## src/rtl/serial_word_receiver.sv

```systemverilog
// Serial word receiver: frames start(0) + WIDTH data bits LSB first + stop(1),
// delivers each word through a valid/ready register and pulses frame_error /
// overrun. The shift register and output register are independent so a new
// frame can be received while the previous word is still waiting downstream.
module serial_word_receiver #(
  parameter int WIDTH = 8
) (
  input  logic             clock,
  input  logic             reset,
  input  logic             serial_data,
  input  logic             serial_enable,
  input  logic             word_ready,
  output logic [WIDTH-1:0] word_data,
  output logic             word_valid,
  output logic             frame_error,
  output logic             overrun,
  output logic             busy
);

  localparam int CW = $clog2(WIDTH + 1);

  typedef enum logic [1:0] {
    IDLE = 2'd0,
    DATA = 2'd1,
    STOP = 2'd2
  } state_t;

  state_t           state_q, state_d;
  logic [CW-1:0]    cnt_q, cnt_d;
  logic [WIDTH-1:0] shift_q, shift_d;
  logic [WIDTH-1:0] data_q, data_d;
  logic             valid_q, valid_d;
  logic             ferr_q, ferr_d;
  logic             ovr_q, ovr_d;
  logic             busy_q, busy_d;

  // One-hot decode of the bit counter: selects which shift bit the current
  // data bit lands in (avoids indexing with a counter wider than the index).
  logic [WIDTH-1:0] bit_sel;

  genvar gi;
  generate
    for (gi = 0; gi < WIDTH; gi++) begin : g_bit_sel
      assign bit_sel[gi] = (cnt_q == CW'(gi));
    end
  endgenerate

  logic handshake;
  assign handshake = valid_q && word_ready;

  // Next-state logic: FSM advance on strobes, commit/overrun, handshake.
  always_comb begin
    state_d = state_q;
    cnt_d   = cnt_q;
    shift_d = shift_q;
    data_d  = data_q;
    valid_d = valid_q;
    ferr_d  = 1'b0;
    ovr_d   = 1'b0;

    // A consumed word clears valid; a commit below in the same edge re-sets it.
    if (handshake) begin
      valid_d = 1'b0;
    end

    if (serial_enable) begin
      case (state_q)
        IDLE: begin
          if (!serial_data) begin
            state_d = DATA;
            cnt_d   = '0;
          end
        end
        DATA: begin
          shift_d = (shift_q & ~bit_sel) | (bit_sel & {WIDTH{serial_data}});
          cnt_d   = cnt_q + CW'(1);
          if (cnt_q == CW'(WIDTH - 1)) begin
            state_d = STOP;
          end
        end
        STOP: begin
          state_d = IDLE;
          if (serial_data) begin
            if (!valid_q || handshake) begin
              data_d  = shift_q;
              valid_d = 1'b1;
            end else begin
              ovr_d = 1'b1;
            end
          end else begin
            ferr_d = 1'b1;
          end
        end
        default: begin
          state_d = IDLE;
        end
      endcase
    end

    busy_d = (state_d != IDLE);
  end

  // State and output registers with synchronous reset.
  always_ff @(posedge clock) begin
    if (reset) begin
      state_q <= IDLE;
      cnt_q   <= '0;
      shift_q <= '0;
      data_q  <= '0;
      valid_q <= 1'b0;
      ferr_q  <= 1'b0;
      ovr_q   <= 1'b0;
      busy_q  <= 1'b0;
    end else begin
      state_q <= state_d;
      cnt_q   <= cnt_d;
      shift_q <= shift_d;
      data_q  <= data_d;
      valid_q <= valid_d;
      ferr_q  <= ferr_d;
      ovr_q   <= ovr_d;
      busy_q  <= busy_d;
    end
  end

  assign word_data   = data_q;
  assign word_valid  = valid_q;
  assign frame_error = ferr_q;
  assign overrun     = ovr_q;
  assign busy        = busy_q;

endmodule
```

## config.mk

```make
export PLATFORM = sky130hd
export DESIGN_NAME = serial_word_receiver
export DESIGN_NICKNAME = d
export VERILOG_FILES = /design/src/rtl/serial_word_receiver.sv
export SDC_FILE = /design/constraint.sdc
export NUM_CORES = 1
export LEC_CHECK = 0
export BUFFER_PORTS_ARGS = -buffer_cell sky130_fd_sc_hd__buf_2
export CAP_MARGIN = 25
export CORE_UTILIZATION = 45
export CTS_CLUSTER_SIZE = 8
export DETAILED_ROUTE_END_ITERATION = 12
export GPL_ROUTABILITY_DRIVEN = 0
export GPL_TIMING_DRIVEN = 0
export PLACE_DENSITY = 0.76
export SETUP_SLACK_MARGIN = 0.05
export SYNTH_ARGS = -nofsm -noshare
export SYNTH_HDL_FRONTEND = slang
export SYNTH_SLANG_ARGS = --single-unit
```

## constraint.sdc

```tcl
create_clock -name clock -period 1.5 [get_ports clock]
set_clock_uncertainty 0.1 [all_clocks]
set_input_delay 0.15 -clock clock [delete_from_list [all_inputs] [get_ports clock]]
set_output_delay 0.15 -clock clock [all_outputs]
set_load 0.03 [all_outputs]
```

Yosys cells after proc, flatten, opt, wreduce, memory -nomap -nowiden
Index checks and enable logic that the tools add are counted.

Flip-flop bits (word level): 26. Bits of input ports: 5. Output and inout bits: 12. Word-level logic and storage cells: 51.

$add $sub $neg: 1. Equal/unequal tests: 10. Muxes and demuxes: 13. Bitwise gates (word level): 7. Reduce and logical (&&, ||, !) cells: 12.

Operators by type and width (count): 8-bit AND (2); 4-bit by 3-bit == test with 1-bit output (second input constant) (4); 4-bit by 2-bit == test with 1-bit output (second input constant) (2); 8-bit NOT (1); 8-bit OR (1); 4-bit case mux with 2 select lines (1); 1-bit two-way mux (7); 2-bit two-way mux (3); 4-bit by 1-bit adder with 4-bit output (second input constant) (1); 4-bit by 1-bit == test with 1-bit output (second input constant) (1); 4-bit logical NOT (1); 4-bit two-way mux (1); 2-bit case mux with 2 select lines (1); 4-bit AND reduction (1); 2-bit nonzero test (2); 4-bit OR reduction (1); 1-bit NOT (3); 3-bit AND reduction (1); 3-bit OR reduction (1); 2-bit by 1-bit == test with 1-bit output (second input constant) (1); 2-bit == test (second input constant) (1); 2-bit logical NOT (1); 2-bit != test (second input constant) (1); 2-bit AND reduction (1); 3 further kinds (3).

Longest topological paths before layout
Depth in word-level cells: 6. Depth in mapped cells: 5. Depth with buffers taken out: 4.

Least setup slack after synthesis
OpenSTA, ideal clock, no wires.

Kind: reg2reg. Start: reg cnt_q[0]. End: reg cnt_q[2]. Setup time: 0.070 ns. Arrival: 1.244 ns. Data required time: 1.330 ns. Setup slack: 0.087 ns. Cell stages (with the launch flop): 5. Buffers on the path: 0. Clock period less this slack: 1.413 ns. Cells stage by stage: dfxtp_1 ha_1 inv_1 or4_1 a21oi_1.

Longest elaborated chain between the ends: 2.

RTL lines: start, declared (RTL line 29) `logic [CW-1:0] cnt_q, cnt_d;`; start signal, assigned (RTL line 116) `cnt_q <= cnt_d;`; 4-bit by 1-bit adder with 4-bit output (RTL line 76) `cnt_d = cnt_q + CW'(1);`; 4-bit case mux with 2 select lines (RTL line 67) `case (state_q)`.

No other way between the ends. A chain may end at the register's enable or synchronous reset.

Final worst setup path
Same ends and word-level chain as after synthesis.

==> results.sh <==
export IMPL_status="completed"
export IMPL_cts_inserted_buffers=3
export IMPL_power_w=0.00125
export IMPL_powerDensity_mw_per_mm2=944
export IMPL_cp_arrival_ns=1.55
export IMPL_cp_start_kind="flip-flop"
export IMPL_cts_sinks=26
export IMPL_cts_tree="built"
export IMPL_die_w_um=51.5
export IMPL_rsz0062_at_grt="no"
export IMPL_drive_gt1_frac=0.237
export IMPL_core_area_mm2=0.00225
export IMPL_die_area_mm2=0.00265
export IMPL_max_slew_margin=0.677
export IMPL_antenna_found_initial=0
export IMPL_fmax_mhz=717
export IMPL_setup_ws_ns=0.106
export IMPL_insertion_delay_ns=0.32
export IMPL_ios=17
export IMPL_clk_path_buf_depth=2
export IMPL_period_share=0.929
export IMPL_antennaDiodeCount=0
export IMPL_grt_usage=0.181
export IMPL_place_ws_ns=-0.0412
export IMPL_layout_min_cycle_time_ns=1.39
export IMPL_drt_iter0_drc=25
export IMPL_syn_area_mm2=0.00110
export IMPL_start_util=0.489
export IMPL_vdd_drop_max_uv=581
export IMPL_dp_hpwl_um=1450
export IMPL_cp_end_kind="flip-flop"
export IMPL_cts_clk_slew_worst_paths_ns=0.14
export IMPL_numPortBuffers=15
export IMPL_post_route_drc_count=0
export IMPL_tightest_slew_ns=0.481
export IMPL_cts_root_buf="clkbuf_4"
export IMPL_gr_total_overflow=0
export IMPL_yosysSeqAreaShare=0.472
export IMPL_hold_class="input pin to flip-flop"
export IMPL_grt_pass1_wl_um=3530
export IMPL_synth_seq_cells=26
export IMPL_grt_pass1_vias=848
export IMPL_final_nets=149
export IMPL_antenna_left=0
export IMPL_htreeDepth=1
export IMPL_first_pass_iters=4
export IMPL_critPathKind="flip-flop to flip-flop"
export IMPL_drv_cap=0
export IMPL_p_leak_nw=0.595
export IMPL_die_h_um=51.5
export IMPL_area_delta_synth_final_pct=20.3
export IMPL_ys_types=26
export IMPL_final_hold_viol_count=0
export IMPL_final_max_slew_violation_count=0
export IMPL_num_fill_cells=203
export IMPL_crit_path_max_fanout=4
export IMPL_post_drt_wl_per_cell_um=12.4
export IMPL_syn_num_nets=124
export IMPL_routed_wl_um=2070
export IMPL_dr_total_vias=874
export IMPL_via_per_inst=5.23
export IMPL_syn_inst=115
export IMPL_rows=17
export IMPL_setup_viol=0
export IMPL_stdcell_area_mm2=0.00133
export IMPL_placed_cell_area_mm2=0.00121
export IMPL_grt_max_degree=16
export IMPL_synth_area_per_cell_um2=9.59
export IMPL_yosys_warnings=0
export IMPL_crit_required_ns=1.65
==> where the power goes <==
part	internal, W	switching (W)	total [W]
clock network	0.000270	0.000201	0.000471
registers	0.000697	0.00000642	0.000703
logic	0.0000309	0.0000475	0.0000783
total	0.000998	0.000254	0.00125
==> through the flow <==
| step | TNS, ns | std cells | hold slack [ns] | util |
|---|---|---|---|---|
| 3_3_place_gp | 0 | 158 | 0.330 | 0.538 |
| 4_1_cts | 0 | 166 | 0.0310 | 0.580 |
| 6_report | 0 | 167 | 0.0438 | 0.588 |
| 3_5_place_dp | -0.0412 | 158 | 0.330 | 0.538 |
| 2_1_floorplan | 0 | 115 | 0.225 | - |
| 5_1_grt | 0 | 167 | 0.0782 | 0.588 |
==> worst max-delay path, stage by stage, from the launching register on <==
cell and delay (ns):
dfxtp_4 0.39, ha_4 0.15, inv_1 0.05, or4_1 0.50, a21oi_1 0.13
==> routing by layer <==
layer,up-vias,global-route usage,part of all wire
li1,445,-,-
met1,422,0.209,0.45
met2,5,0.320,0.52
met3,2,0.0263,0.014
met4,0,0.0946,0.0082
met5,-,0,0
==> cell families after synthesis <==
family | Yosys count | share of synthesized area
AOI/OAI and AO/OA | 15 | 0.0817
muxes | 16 | 0.145
DFF | 26 | 0.472
buffers and inverters | 10 | 0.0397
and+or+nand+nor | 44 | 0.216
adders and majority gates | 4 | 0.0454
==> final timing paths <==
| kind | cells past startpoint | end | slack [ns] | startpoint |
|---|---|---|---|---|
| worst max register to register | 4 | cnt_q[2] | 0.11 | cnt_q[0] |
| worst max-delay path | 4 | cnt_q[2] | 0.11 | cnt_q[0] |
| worst min-delay path | 3 | overrun | 0.04 | word_ready |
| worst min register to register | 2 | word_data[6] | 0.37 | word_data[6] |
==> cell type report <==
cell class	count	area, um^2	share of cell area
multi-input combinational	79	551	0.415
sequential	26	527	0.397
timing repair buffer	20	118	0.0887
tap	28	35.0	0.0264
clock inverter	1	30.0	0.0226
buffer	5	25.0	0.0189
clock buffer	3	22.5	0.0170
inverter	5	18.8	0.0142
==> cells in the final DEF, fill, tap and decap left out, drive strengths merged <==
| cell | synthesis | routed |
|---|---|---|
| dfxtp | 26 | 26 |
| buf | 3 | 22 |
| nand2 | 18 | 18 |
| mux2i | 16 | 16 |
| nand3 | 9 | 9 |
| a21oi | 8 | 8 |
| inv | 4 | 4 |
| nand2b | 4 | 4 |
| ha | 4 | 4 |
| clkbuf | 2 | 4 |
| o31ai | 3 | 3 |
| nor2b | 3 | 3 |
| o21ai | 2 | 2 |
| or2b | 2 | 2 |
| or4 | 2 | 2 |
| dlygate4sd3 | 0 | 2 |
| clkinv | 1 | 1 |
| and3b | 1 | 1 |
| nor2 | 1 | 1 |
| nand4b | 1 | 1 |
| or3 | 1 | 1 |
| a311o | 1 | 1 |
| nor4b | 1 | 1 |
| nor3 | 1 | 1 |
| a21o | 1 | 1 |
| bufinv | 0 | 1 |
==> cells in the mapped netlist <==
| cell | number | area (um^2) |
|---|---|---|
| a21o_1 | 1 | 7.51 |
| a21oi_1 | 8 | 40.0 |
| a311o_1 | 1 | 10.0 |
| and3b_1 | 1 | 8.76 |
| buf_2 | 3 | 15.0 |
| clkbuf_2 | 2 | 10.0 |
| clkinv_1 | 1 | 3.75 |
| dfxtp_1 | 26 | 521 |
| ha_1 | 4 | 50.1 |
| inv_1 | 4 | 15.0 |
| mux2i_1 | 16 | 160 |
| nand2_1 | 18 | 67.6 |
| nand2b_1 | 3 | 18.8 |
| nand2b_4 | 1 | 13.8 |
| nand3_1 | 9 | 45.0 |
| nand4b_1 | 1 | 8.76 |
| nor2_1 | 1 | 3.75 |
| nor2b_1 | 2 | 12.5 |
| nor2b_2 | 1 | 8.76 |
| nor3_1 | 1 | 5.00 |
| nor4b_1 | 1 | 8.76 |
| o21ai_0 | 2 | 10.0 |
| o31ai_1 | 3 | 22.5 |
| or2b_1 | 2 | 15.0 |
| or3_1 | 1 | 6.26 |
| or4_1 | 2 | 15.0 |
==> timing repair <==
item                                    in CTS  in global routing
hold buffers                                 2                  0
pin swaps                                    0                  1
endpoints found under the hold margin        6                  0
setup buffers                                2                  1
endpoints found under the setup margin       1                  6
gates resized for setup                      4                  3
Note: power is estimated with default switching activity, not from simulation.
